`config.mk`:
```
export PLATFORM = sky130hd
export DESIGN_NAME = button_conditioner
export DESIGN_NICKNAME = d
export VERILOG_FILES = /design/src/rtl/digital_clock_pkg.sv /design/src/rtl/button_channel.sv /design/src/rtl/button_conditioner.sv
export SDC_FILE = /design/constraint.sdc
export NUM_CORES = 1
export LEC_CHECK = 0
export ABC_CLOCK_PERIOD_IN_PS = 3900
export BUFFER_PORTS_ARGS = -buffer_cell sky130_fd_sc_hd__buf_2
export CAP_MARGIN = 20
export CORE_ASPECT_RATIO = 0.9
export CORE_MARGIN = 2
export CORE_UTILIZATION = 60
export CTS_CLUSTER_SIZE = 30
export DETAILED_ROUTE_END_ITERATION = 10
export GPL_ROUTABILITY_DRIVEN = 0
export PLACE_DENSITY_LB_ADDON = 0.25
export RECOVER_POWER = 50
export SLEW_MARGIN = 20
export SYNTH_ARGS = -nofsm -noshare
export SYNTH_HDL_FRONTEND = slang
export SYNTH_HIERARCHICAL = 1
export SYNTH_SLANG_ARGS = --single-unit
```
`constraint.sdc`:
```
create_clock -name clk -period 3.9 [get_ports clk]
set_input_delay 0 -clock clk [delete_from_list [all_inputs] [get_ports clk]]
set_output_delay 0 -clock clk [all_outputs]
set_load 0.01 [all_outputs]
```
`src/rtl/digital_clock_pkg.sv`:
```
// Shared types and 50 MHz default timing constants for the digital clock front end.
package digital_clock_pkg;

    typedef enum logic [1:0] {
        RPT_IDLE   = 2'd0,
        RPT_DELAY  = 2'd1,
        RPT_REPEAT = 2'd2
    } rpt_state_t;

    // One channel's conditioned outputs, bundled so the top can slice per lane.
    typedef struct packed {
        logic level;
        logic press;
        logic rel;
        logic rpt;
    } btn_evt_t;

    localparam int DEF_DEBOUNCE_CYCLES      = 500_000;
    localparam int DEF_REPEAT_DELAY_CYCLES  = 25_000_000;
    localparam int DEF_REPEAT_PERIOD_CYCLES = 5_000_000;

    function automatic int max_int(input int a, input int b);
        return (a > b) ? a : b;
    endfunction

endpackage

```
`src/rtl/button_channel.sv`:
```
// One input channel: 2-flop synchronizer, stability-counter debouncer,
// registered press/release edge pulses and the auto-repeat FSM.
module button_channel
    import digital_clock_pkg::*;
#(
    parameter int DEBOUNCE_CYCLES      = DEF_DEBOUNCE_CYCLES,
    parameter int REPEAT_DELAY_CYCLES  = DEF_REPEAT_DELAY_CYCLES,
    parameter int REPEAT_PERIOD_CYCLES = DEF_REPEAT_PERIOD_CYCLES,
    parameter bit RPT_EN               = 1'b1
) (
    input  logic     clk,
    input  logic     rst,
    input  logic     raw,
    output btn_evt_t evt
);

    localparam int DW = $clog2(DEBOUNCE_CYCLES + 1);
    localparam int TW = $clog2(max_int(REPEAT_DELAY_CYCLES, REPEAT_PERIOD_CYCLES) + 1);
    localparam logic [DW-1:0] DB_LAST  = DW'(DEBOUNCE_CYCLES - 1);
    localparam logic [TW-1:0] DLY_LAST = TW'(REPEAT_DELAY_CYCLES - 1);
    localparam logic [TW-1:0] PER_LAST = TW'(REPEAT_PERIOD_CYCLES - 1);

    logic          s1, s2;
    logic          level, press, rel, rpt;
    logic [DW-1:0] db_cnt;
    logic          accept, level_nxt;

    rpt_state_t    state, state_nxt;
    logic [TW-1:0] tmr, tmr_nxt;
    logic          rpt_nxt;

    assign accept    = (s2 != level) && (db_cnt == DB_LAST);
    assign level_nxt = accept ? ~level : level;

    always_ff @(posedge clk) begin
        if (rst) begin
            s1     <= 1'b0;
            s2     <= 1'b0;
            db_cnt <= '0;
            level  <= 1'b0;
            press  <= 1'b0;
            rel    <= 1'b0;
        end else begin
            s1 <= raw;
            s2 <= s1;
            if (s2 == level || accept)
                db_cnt <= '0;
            else
                db_cnt <= db_cnt + 1'b1;
            level <= level_nxt;
            press <= accept & ~level;
            rel   <= accept & level;
        end
    end

    // The FSM looks at the next debounced level so a release wins over a
    // timer expiry landing on the same edge, and the press-time repeat pulse
    // lines up with btn_press.
    always_comb begin
        state_nxt = state;
        tmr_nxt   = tmr;
        rpt_nxt   = 1'b0;
        if (!level_nxt) begin
            state_nxt = RPT_IDLE;
            tmr_nxt   = '0;
        end else begin
            case (state)
                RPT_IDLE: begin
                    tmr_nxt = '0;
                    if (accept) begin
                        rpt_nxt = 1'b1;
                        if (RPT_EN)
                            state_nxt = RPT_DELAY;
                    end
                end
                RPT_DELAY: begin
                    if (tmr == DLY_LAST) begin
                        rpt_nxt   = 1'b1;
                        tmr_nxt   = '0;
                        state_nxt = RPT_REPEAT;
                    end else begin
                        tmr_nxt = tmr + 1'b1;
                    end
                end
                RPT_REPEAT: begin
                    if (tmr == PER_LAST) begin
                        rpt_nxt = 1'b1;
                        tmr_nxt = '0;
                    end else begin
                        tmr_nxt = tmr + 1'b1;
                    end
                end
                default: begin
                    state_nxt = RPT_IDLE;
                    tmr_nxt   = '0;
                end
            endcase
        end
    end

    always_ff @(posedge clk) begin
        if (rst) begin
            state <= RPT_IDLE;
            tmr   <= '0;
            rpt   <= 1'b0;
        end else begin
            state <= state_nxt;
            tmr   <= tmr_nxt;
            rpt   <= rpt_nxt;
        end
    end

    assign evt = '{level, press, rel, rpt};

endmodule

```
`src/rtl/button_conditioner.sv`:
```
// Multi-channel button conditioner: NUM_BTN independent button_channel lanes
// feeding the clock core's button/switch inputs.
module button_conditioner
    import digital_clock_pkg::*;
#(
    parameter int                 NUM_BTN              = 3,
    parameter int                 DEBOUNCE_CYCLES      = DEF_DEBOUNCE_CYCLES,
    parameter int                 REPEAT_DELAY_CYCLES  = DEF_REPEAT_DELAY_CYCLES,
    parameter int                 REPEAT_PERIOD_CYCLES = DEF_REPEAT_PERIOD_CYCLES,
    parameter logic [NUM_BTN-1:0] REPEAT_EN            = '1
) (
    input  logic               clk,
    input  logic               rst,
    input  logic [NUM_BTN-1:0] btn_raw,
    output logic [NUM_BTN-1:0] btn_level,
    output logic [NUM_BTN-1:0] btn_press,
    output logic [NUM_BTN-1:0] btn_release,
    output logic [NUM_BTN-1:0] btn_repeat
);

    btn_evt_t [NUM_BTN-1:0] evt;

    for (genvar i = 0; i < NUM_BTN; i++) begin : g_ch
        button_channel #(
            .DEBOUNCE_CYCLES     (DEBOUNCE_CYCLES),
            .REPEAT_DELAY_CYCLES (REPEAT_DELAY_CYCLES),
            .REPEAT_PERIOD_CYCLES(REPEAT_PERIOD_CYCLES),
            .RPT_EN              (REPEAT_EN[i])
        ) u_ch (
            .clk(clk),
            .rst(rst),
            .raw(btn_raw[i]),
            .evt(evt[i])
        );

        assign btn_level[i]   = evt[i].level;
        assign btn_press[i]   = evt[i].press;
        assign btn_release[i] = evt[i].rel;
        assign btn_repeat[i]  = evt[i].rpt;
    end

endmodule

```
==> flow_metrics.py, run 1 <==
metrics = {
    "logic_synthesis": {
        "dominant_cell_by_count_in_the_synthesized_netlist": "dfxtp_1",
        "synth.distinct_cells": 60,
        "synth_sequential_area_ratio": 0.4251,
        "synth.area.top_cells": "dfxtp_1 43%, nor2_1 7.5%, xnor2_1 7.2%",
        "post_synth.cell_area_avg_um2": 8.787,
        "synth_top_cell_by_area": "dfxtp_1",
        "post_synth_most_frequent_cells": "156 x dfxtp_1, 147 x nor2_1, 60 x xnor2_1, 60 x xor2_1, 53 x nand2_1",
        "synth_async_sr_flop_share": 0,
        "synth-warning-count": 6,
        "yosys_register_bits": 156,
        "postSynthNetCount": 859,
        "ys_dominant_reg_cell": "dfxtp_1",
        "post-synth-top-area-fraction": 0.4251,
        "syn_area_um2": 7346,
        "synth-edff-count": 0,
        "syn-instance-count": 836,
    },
    "clock_network": {
        "clk_pin_slew_ns": 0.06,
        "clk_root_buffer_cell": "clkbuf_16",
        "clock_tree.buffer_depth": 2,
        "ctsHtreeMaxLevel": 4,
        "numCtsBuffers": 17,
        "clock-sinks": 156,
        "cts.repair.resized": 0,
        "post_cts_buffers": 0,
        "cts_tree": "done",
        "insertion_delay_ns": 0.43,
    },
    "route": {
        "wl_per_cell_um": 13.74,
        "routed_wirelength_mm": 14.00,
        "avgViaCountPerCell": 5.497,
        "drt-pass1-iter-count": 5,
        "route.detailed.drc": 0,
        "detail-route-antenna-nets": 0,
        "first_iter_violations": 413,
        "via_count": 5601,
    },
    "timing": {
        "maxSlewViolCount": 20,
        "grt_setup_unrepaired": "no",
        "tightest_slew_ns": 2.038,
        "finalCritPeriodShare": 0.7254,
        "finClkSkew_ns": 0.006590,
        "final.min_clock_period_ns": 2.829,
        "slew_headroom": -0.3733,
        "clock.fmax_mhz": 353.5,
        "setup_viol_count_final": 0,
        "tns_ns": 0,
        "setup_slack_ns": 1.071,
        "hold_viol": 0,
    },
    "setup_path": {
        "worst_setup_path_start_kind": "flip-flop",
        "timing.critical_path.slowest_stage_cell": "o21ai_0",
        "critical_path_required_ns": 4.12,
        "path_max_fanout": 19,
        "path_class": "flip-flop to flip-flop",
        "worstSetupEndpointType": "flip-flop",
        "cp.arrival_ns": 3.05,
        "worstPathCellList": "nor4bb_1 > nand4_1 > o21ai_0 > nor2_1",
        "timing.critical_path.slowest_cell_delay_ns": 1.58,
    },
    "global_routing": {
        "grt_start_max_net_pins": 26,
        "grt_first_pass_wirelength_mm": 23.84,
        "grt_antenna_before_repair": 0,
        "grt_pass1_vias": 5431,
        "global_route.usage.total": 0.2223,
        "global_route.overflow_total": 0,
    },
    "pwr": {
        "power_density_nw_per_um2": 409.1,
        "static-leakage-power_nw": 2.528,
        "vdd_drop_max_v": 0.0003238,
        "post-layout-total-power_w": 0.003290,
    },
    "outcome": {
        "status": "finished, violations left",
        "violations": "capacitance limit, slew limit",
    },
    "placed_design": {
        "dpl.cell_count": 981,
        "dp_wirelength_mm": 9.507,
        "number_of_buffers_inserted_by_port_buffering": 16,
        "place_worst_setup_slack_ns": 1.390,
    },
    "floorplanning": {
        "initial_core_util": 0.6131,
        "num_io_pins": 17,
        "die_x_um": 120.6,
        "placement_rows": 38,
        "die_area_um2": 13150,
        "fp.dieH_um": 109.0,
        "core_um2": 11980,
    },
    "flow_run": {
        "cap_violations": 1,
    },
    "hold_path": {
        "worst_hold_path_type": "primary input to flip-flop",
    },
    "finish": {
        "antenna_cells_inserted": 0,
        "fill_cell_instance_count_of_the_final_layout": 969,
        "post_route_cells_drive_above_1_share": 0.07567,
        "layoutNonFillerInstCount": 1019,
        "final-seq-area_um2": 3123,
        "fin_nets": 869,
        "total_area_of_multi_input_combinational_cells_um2": 3851,
        "area_growth_syn_to_layout_pct": 9.470,
    },
}
## timing repair
action	CTS	global route
hold endpoints to repair	5	0
setup endpoints to repair	0	0
hold buffers	6	0
## metal layers
metal  vias up  GRT usage  routed length (µm)
met1      2662     0.2839                6730
met3        19    0.04603                 337
met5         -          0                   0
li1       2863          -                   -
met4         0    0.09385                 231
met2        57     0.3680                6704
## critical path: cells and delay by family, from the launching register on
kind | cells | cell delay, ns
AO/OA/AOI/OAI | 1 | 1.58
flip-flops | 1 | 0.38
AND/OR/NAND/NOR | 3 | 0.66
## kinds of logic (layout without fill, tap and decap cells)
family	Yosys count	count (layout)	synth area share
AND/OR/NAND/NOR	436	436	0.3090
adder cells (fa/ha/maj)	18	18	0.03066
AO/OA/AOI/OAI	39	39	0.04207
XOR/XNOR	120	120	0.1431
flip-flops	156	156	0.4251
buffers and inverters	66	89	0.04871
multiplexers	1	1	0.001363
## layout make-up
| class | count | area share |
|---|---|---|
| well taps | 160 | 0.02489 |
| repair buffers | 22 | 0.01540 |
| flip-flops and latches | 156 | 0.3884 |
| clock buffers | 28 | 0.06675 |
| clock inverters | 4 | 0.009336 |
| inverters | 35 | 0.01634 |
| multi-input cells | 614 | 0.4789 |
## metrics by stage
| step | area, µm² | util | hold WS (ns) |
|---|---|---|---|
| floorplan | 7346 | - | 0.07161 |
| global placement | 7400 | 0.6176 | 0.2074 |
| detailed placement | 7403 | 0.6179 | 0.2269 |
| CTS | 8075 | 0.6740 | 0.3808 |
| global route | 8041 | 0.6712 | 0.4208 |
| finish | 8041 | 0.6712 | 0.3854 |
## worst paths after layout
check                              start  depth (start not counted)  slack (ns)                      end
setup / recovery  g_ch[0].u_ch/db_cnt[8]                          4        1.07  g_ch[0].u_ch/db_cnt[11]
hold reg to reg          g_ch[1].u_ch/s1                          1        0.45          g_ch[1].u_ch/s2
setup reg to reg  g_ch[0].u_ch/db_cnt[8]                          4        1.07  g_ch[0].u_ch/db_cnt[11]
hold / removal                btn_raw[0]                          3        0.39          g_ch[0].u_ch/s1
## state kept, by name, indices dropped and copies added (netlist names)
| name | flops |
|---|---|
| g_ch.u_ch/press | 3 |
| g_ch.u_ch/level | 3 |
| g_ch.u_ch/rel | 3 |
| g_ch.u_ch/db_cnt | 57 |
| g_ch.u_ch/rpt | 3 |
| g_ch.u_ch/state | 6 |
| g_ch.u_ch/s2 | 3 |
| g_ch.u_ch/s1 | 3 |
| g_ch.u_ch/tmr | 75 |
## where the power goes
group,leakage [nW],switching (W),total (W),internal (W)
clock network,0.293,0.000606,0.00167,0.00106
registers,1.26,0.00000231,0.00160,0.00160
logic,0.978,0.0000118,0.0000211,0.00000927
total,2.53,0.000620,0.00329,0.00267
## layout by cell type, fill, tap and decap left out, drive strengths merged, types with 2 or more instances in the layout
master       count
nor2           167
dfxtp          156
xnor2           60
xor2            60
nand2           53
nand3           52
clkbuf          41
inv             35
nand4           28
nor3            24
ha              18
and3            14
or3             12
nor4            12
or4             11
nor4b           10
and4            10
nor2b           10
nor3b            7
o21ai            7
a21oi            6
dlygate4sd3      6
or2              5
a211oi           5
o31ai            5
o211a            4
and2             4
or4b             4
nor4bb           3
nand2b           3
buf              3
bufinv           2
clkinvlp         2
a31oi            2
nand3b           2
Power figures use the tool's default switching activity.
==> run 2: changes to the inputs <==
ABC_CLOCK_PERIOD_IN_PS = 2300   (was 3900)
CORE_UTILIZATION = 56   (was 60)
clock period = 2.3 ns   (was 3.9 ns; I/O delays follow)
==> flow_metrics.py, run 2 (same netlist as run 1, synthesis figures left out) <==
metrics = {
    "finish": {
        "fin_nets": 893,
        "largest_register_ff_count": 75,
        "utilization": 0.6473,
        "final-seq-area_um2": 3126,
        "area_growth_syn_to_layout_pct": 12.23,
        "top_register": "g_ch.u_ch/tmr",
        "fill_cell_instance_count_of_the_final_layout": 1006,
        "most_frequent_standard_cell_in_the_layout_excluding_fill_and_tap_cells": "dfxtp_1",
        "total_area_of_multi_input_combinational_cells_um2": 3910,
        "final_cell_mix": "154 x dfxtp_1, 145 x nor2_1, 60 x xnor2_1, 60 x xor2_1, 53 x nand2_1",
        "largest_registers": "g_ch.u_ch/tmr: 75 flops, g_ch.u_ch/db_cnt: 57 flops, g_ch.u_ch/state: 6 flops",
        "post_route_cells_drive_above_1_share": 0.1099,
        "antenna_cells_inserted": 0,
    },
    "pwr": {
        "static-leakage-power_nw": 2.636,
        "combinationalPowerShare": 0.007,
        "power.clock.fraction": 0.489,
        "power_density_nw_per_um2": 653.2,
        "intPower_w": 0.004311,
        "switching_power_w": 0.001075,
        "power_frac_seq": 0.504,
        "vdd_drop_max_v": 0.0005556,
        "switching_share": 0.1995,
    },
    "outcome": {
        "status": "finished, violations left",
        "violations": "setup timing",
    },
    "route": {
        "via_count": 5787,
        "detail-route-antenna-nets": 0,
        "first_iter_violations": 548,
        "route.detailed.drc": 0,
        "drt-pass1-iter-count": 5,
        "wl_per_cell_um": 13.97,
        "avgViaCountPerCell": 5.527,
        "routed_wirelength_mm": 14.63,
    },
    "clock_network": {
        "clk_root_buffer_cell": "clkbuf_16",
        "cts_tree": "done",
        "clock_tree.buffer_depth": 2,
        "numCtsBuffers": 17,
        "clock-sinks": 156,
        "clk_pin_slew_ns": 0.06,
        "ctsHtreeMaxLevel": 4,
        "insertion_delay_ns": 0.42,
    },
    "floorplanning": {
        "fp.dieH_um": 112.7,
        "core_um2": 12740,
        "num_io_pins": 17,
        "die_x_um": 124.7,
        "die_area_um2": 14050,
        "initial_core_util": 0.5768,
        "placement_rows": 39,
    },
    "timing": {
        "finClkSkew_ns": 0.009886,
        "setup_slack_ns": -0.1121,
        "maxSlewViolCount": 0,
        "finalCritPeriodShare": 1.049,
        "clock.fmax_mhz": 414.6,
        "final.min_clock_period_ns": 2.412,
        "setup_viol_count_final": 25,
        "hold_viol": 0,
        "grt_setup_unrepaired": "yes",
        "fin_worst_hold_slack_ns": 0.4061,
        "tightest_slew_ns": 0.7743,
        "slew_headroom": 0.4838,
    },
    "global_routing": {
        "grt_antenna_before_repair": 0,
        "grt_start_max_net_pins": 26,
        "global_route.overflow_total": 0,
        "grt_pass1_vias": 5615,
        "global_route.usage.total": 0.2171,
        "grt_first_pass_wirelength_mm": 25.16,
    },
    "setup_path": {
        "path_class": "flip-flop to flip-flop",
        "path_max_fanout": 12,
        "critical_path.endpoint": "g_ch[2].u_ch/tmr[23]",
        "r2r_start": "g_ch[2].u_ch/db_cnt[10]",
        "crit_path_frequent_cell": "or4_4",
        "timing.critical_path.buf_inv": 0,
        "crit_start": "g_ch[2].u_ch/db_cnt[10]",
        "critical_path.reg2reg.endpoint": "g_ch[2].u_ch/tmr[23]",
        "critical_path_required_ns": 2.66,
        "r2r_depth": 5,
        "rrSetupSlack_ns": -0.11,
        "timing.critical_path.slowest_cell_delay_ns": 0.55,
        "cp_top_family": "simple AND/OR/NAND/NOR gates",
        "cp.arrival_ns": 2.78,
        "worstPathCellList": "or4_1 > or4_4 > or4_4 > a22o_4 > nor2_2",
        "timing.critical_path.depth": 5,
        "timing.critical_path.slowest_stage_cell": "or4_4",
        "worstSetupEndpointType": "flip-flop",
        "worst_setup_path_start_kind": "flip-flop",
    },
    "placed_design": {
        "dp_wirelength_mm": 10.08,
        "number_of_buffers_inserted_by_port_buffering": 16,
        "place_worst_setup_slack_ns": -0.1454,
    },
    "hold_path": {
        "worst_hold_path_type": "primary input to flip-flop",
    },
    "flow_run": {
        "cap_violations": 0,
    },
}
-- run 2: cell types whose count changed in the layout (fill, tap and decap cells not counted), sizes merged --
cell / before / now
a22o: 1 / 3
buf: 3 / 24
clkbuf: 41 / 34
clkinv: 0 / 6
clkinvlp: 2 / 4
-- run 2: area by class of cell --
cell class,count,area share
multi-input cells,616,0.4743
flip-flops and latches,156,0.3791
clock buffers,20,0.05297
repair buffers,44,0.03779
well taps,164,0.02489
inverters,35,0.01594
clock inverters,12,0.01503
-- run 2: per-layer routing --
layer | global-route usage | share of wire | up-vias
met5 | 0 | 0 | -
met4 | 0.08464 | 0.016 | 0
met3 | 0.05291 | 0.034 | 21
met2 | 0.3603 | 0.48 | 94
met1 | 0.2746 | 0.47 | 2757
li1 | - | - | 2915
-- run 2: power groups by stage --
stage	sequential (W)	combinational, W	clock, W
global route	0.00271	0.0000422	0.00280
global placement	0.00277	0.0000297	0
floorplan	0.00277	0.0000169	0
detailed placement	0.00277	0.0000308	0
finish	0.00271	0.0000382	0.00263
CTS	0.00271	0.0000388	0.00270
-- run 2: worst min path at each step --
stage,cells after the start,end,slack (ns),from
6_report,3,g_ch[0].u_ch/s1,0.41,btn_raw[0]
3_5_place_dp,2,g_ch[1].u_ch/s1,0.24,btn_raw[1]
5_1_grt,3,g_ch[0].u_ch/s1,0.41,btn_raw[0]
4_1_cts,3,g_ch[0].u_ch/s1,0.40,btn_raw[0]
2_1_floorplan,1,g_ch[0].u_ch/s1,0.07,rst
3_3_place_gp,2,g_ch[1].u_ch/s1,0.23,btn_raw[1]
-- run 2: per-stage QoR --
stage	instance area, µm²	cells	power, W	TNS [ns]
final	8244	1047	0.005385	-2.019
after global routing	8244	1047	0.005556	-2.810
after CTS	8255	1047	0.005448	-1.796
after detailed placement	7590	1006	0.002803	-2.618
after global placement	7590	1006	0.002802	-2.448
after floorplan	7356	836	0.002788	-1.915
-- run 2: timing repair --
action / 4_1_cts / 5_1_grt
hold buffers: 6 / 0
buffers inserted: 1 / 0
pin swaps: 10 / 1
gates resized for setup: 4 / 2
endpoints found under the setup margin: 25 / 26
cloned: 2 / 0
hold endpoints to repair: 6 / 0
-- run 2: worst min-delay path: cells and delay by family --
| family | cells | cell delay, ns |
|---|---|---|
| buf+inv | 2 | 0.61 |
| simple gates | 1 | 0.16 |
==> run 3: changes to the inputs <==
==> constraint.sdc (replaced) <==
create_clock -name clk -period 2.3 [get_ports clk]
set_input_delay 0.69 -clock clk [delete_from_list [all_inputs] [get_ports clk]]
set_output_delay 0.69 -clock clk [all_outputs]
set_load 0.01 [all_outputs]
==> flow_metrics.py, run 3 (same netlist as run 1, synthesis figures left out) <==
metrics = {
    "pwr": {
        "switching_share": 0.2023,
        "intPower_w": 0.004337,
        "power_density_nw_per_um2": 658.5,
        "static-leakage-power_nw": 2.623,
        "switching_power_w": 0.001100,
        "power.clock.fraction": 0.495,
        "vdd_drop_max_v": 0.0005043,
        "combinationalPowerShare": 0.006,
        "power_frac_seq": 0.499,
    },
    "route": {
        "avgViaCountPerCell": 5.585,
        "drt-pass1-iter-count": 5,
        "route.top_layer_used": "met4",
        "route.met3.wl_um": 667,
        "met2_layer_wire_length_in_the_routed_design_mm": 7.220,
        "via_count": 5847,
        "met1_length_mm": 7.037,
        "routed_wirelength_mm": 15.14,
        "wl_per_cell_um": 14.46,
        "first_iter_violations": 479,
        "route.detailed.drc": 0,
        "detail-route-antenna-nets": 0,
    },
    "global_routing": {
        "global_route.overflow_total": 0,
        "grt_antenna_before_repair": 0,
        "grt_pass1_vias": 5731,
        "global_route.usage.total": 0.2247,
        "grt_first_pass_wirelength_mm": 26.21,
        "grt_start_max_net_pins": 26,
    },
    "clock_network": {
        "insertion_delay_ns": 0.42,
        "numCtsBuffers": 17,
        "cts_tree": "done",
        "clock_tree.buffer_depth": 2,
        "clk_root_buffer_cell": "clkbuf_16",
        "clk_pin_slew_ns": 0.06,
        "clock-sinks": 156,
        "cts-hold-fix-buffers": 0,
        "ctsHtreeMaxLevel": 4,
    },
    "timing": {
        "finClkSkew_ns": 0.006322,
        "final.min_clock_period_ns": 2.422,
        "hold_viol": 0,
        "slew_headroom": 0.6011,
        "tightest_slew_ns": 0.5943,
        "finalCritPeriodShare": 1.053,
        "setup_slack_ns": -0.1218,
        "clock.fmax_mhz": 412.9,
        "grt_setup_unrepaired": "yes",
        "fin_worst_hold_slack_ns": 0.4415,
        "maxSlewViolCount": 0,
        "setup_viol_count_final": 25,
    },
    "finish": {
        "fin_nets": 893,
        "antenna_cells_inserted": 0,
        "final_cell_mix": "154 x dfxtp_1, 147 x nor2_1, 60 x xnor2_1, 60 x xor2_1, 53 x nand2_1",
        "most_frequent_standard_cell_in_the_layout_excluding_fill_and_tap_cells": "dfxtp_1",
        "area_growth_syn_to_layout_pct": 12.38,
        "finalInstanceArea_um2": 8255,
        "largest_register_ff_count": 75,
        "post_route_cells_drive_above_1_share": 0.1144,
        "largest_registers": "g_ch.u_ch/tmr: 75 flops, g_ch.u_ch/db_cnt: 57 flops, g_ch.u_ch/state: 6 flops",
        "layoutNonFillerInstCount": 1047,
        "top_register": "g_ch.u_ch/tmr",
    },
    "setup_path": {
        "crit_path_frequent_cell": "or4_4",
        "path_max_fanout": 6,
        "cp.arrival_ns": 2.79,
        "timing.critical_path.depth": 5,
        "timing.critical_path.slowest_cell_delay_ns": 0.56,
        "timing.critical_path.slowest_stage_cell": "or4_4",
        "rrSetupSlack_ns": -0.12,
        "timing.critical_path.buf_inv": 0,
        "worst_setup_path_start_kind": "flip-flop",
        "r2r_depth": 5,
        "critical_path_required_ns": 2.66,
        "path_class": "flip-flop to flip-flop",
        "cp_top_family": "simple AND/OR/NAND/NOR gates",
        "critical_path.endpoint": "g_ch[2].u_ch/tmr[16]",
        "worstPathCellList": "or4_1 > or4_4 > or4_4 > a22o_4 > nor2_2",
        "critical_path.reg2reg.endpoint": "g_ch[2].u_ch/tmr[16]",
        "worstSetupEndpointType": "flip-flop",
        "r2r_start": "g_ch[2].u_ch/db_cnt[10]",
        "crit_start": "g_ch[2].u_ch/db_cnt[10]",
    },
    "placed_design": {
        "number_of_buffers_inserted_by_port_buffering": 16,
        "place_worst_setup_slack_ns": -0.1310,
        "dp_wirelength_mm": 10.18,
        "post_dp_cell_area_um2": 7627,
        "dpl.cell_count": 1011,
    },
    "floorplanning": {
        "num_io_pins": 17,
        "die_x_um": 124.7,
        "placement_rows": 39,
        "fp.dieH_um": 112.7,
        "core_um2": 12740,
        "die_area_um2": 14050,
        "initial_core_util": 0.5768,
    },
    "hold_path": {
        "worst_hold_path_type": "flip-flop to flip-flop",
    },
    "outcome": {
        "violations": "setup timing",
        "status": "finished, violations left",
    },
    "flow_run": {
        "cap_violations": 0,
    },
}
[run 3: worst min path at each step]
stage	endpoint	cells after the start	startpoint	slack (ns)
final	g_ch[2].u_ch/s2	1	g_ch[2].u_ch/s1	0.44
after global routing	g_ch[1].u_ch/s2	1	g_ch[1].u_ch/s1	0.46
after CTS	g_ch[1].u_ch/s2	1	g_ch[1].u_ch/s1	0.45
after detailed placement	g_ch[1].u_ch/s2	1	g_ch[1].u_ch/s1	0.44
after global placement	g_ch[2].u_ch/s2	1	g_ch[2].u_ch/s1	0.42
after floorplan	g_ch[0].u_ch/s2	1	g_ch[0].u_ch/s1	0.41
[run 3: per-stage QoR]
step | setup TNS, ns | util | total power [W]
after detailed placement | -2.929 | 0.5989 | 0.002806
after CTS | -2.193 | 0.6470 | 0.005483
final | -2.351 | 0.6482 | 0.005436
after global placement | -2.521 | 0.5989 | 0.002804
after global routing | -3.530 | 0.6482 | 0.005613
after floorplan | -1.915 | - | 0.002788
[run 3: final cells by class]
class                   instances  area (µm²)
fillers                      1022        4481
multi-input cells             617        3945
flip-flops and latches        156        3126
clock buffers                  21       450.4
repair buffers                 43       277.8
well taps                     164       205.2
inverters                      35       131.4
clock inverters                11       120.1
[run 3: metal layers]
layer / up-vias / track usage
li1: 2920 / -
met1: 2761 / 0.2869
met2: 141 / 0.3698
met3: 25 / 0.06053
met4: 0 / 0.07865
met5: - / 0
[run 3: repair_timing]
item | in CTS | in global routing
pin swaps | 10 | 10
setup endpoints to repair | 25 | 55
gates cloned | 2 | 1
gates resized for setup | 3 | 7
setup buffers | 1 | 0
[run 3: power groups by stage]
| stage | registers [W] | clock network, W | logic [W] |
|---|---|---|---|
| detailed placement | 0.00277 | 0 | 0.0000335 |
| finish | 0.00271 | 0.00269 | 0.0000321 |
| CTS | 0.00271 | 0.00274 | 0.0000339 |
| floorplan | 0.00277 | 0 | 0.0000169 |
| global placement | 0.00277 | 0 | 0.0000321 |
| global route | 0.00271 | 0.00287 | 0.0000354 |
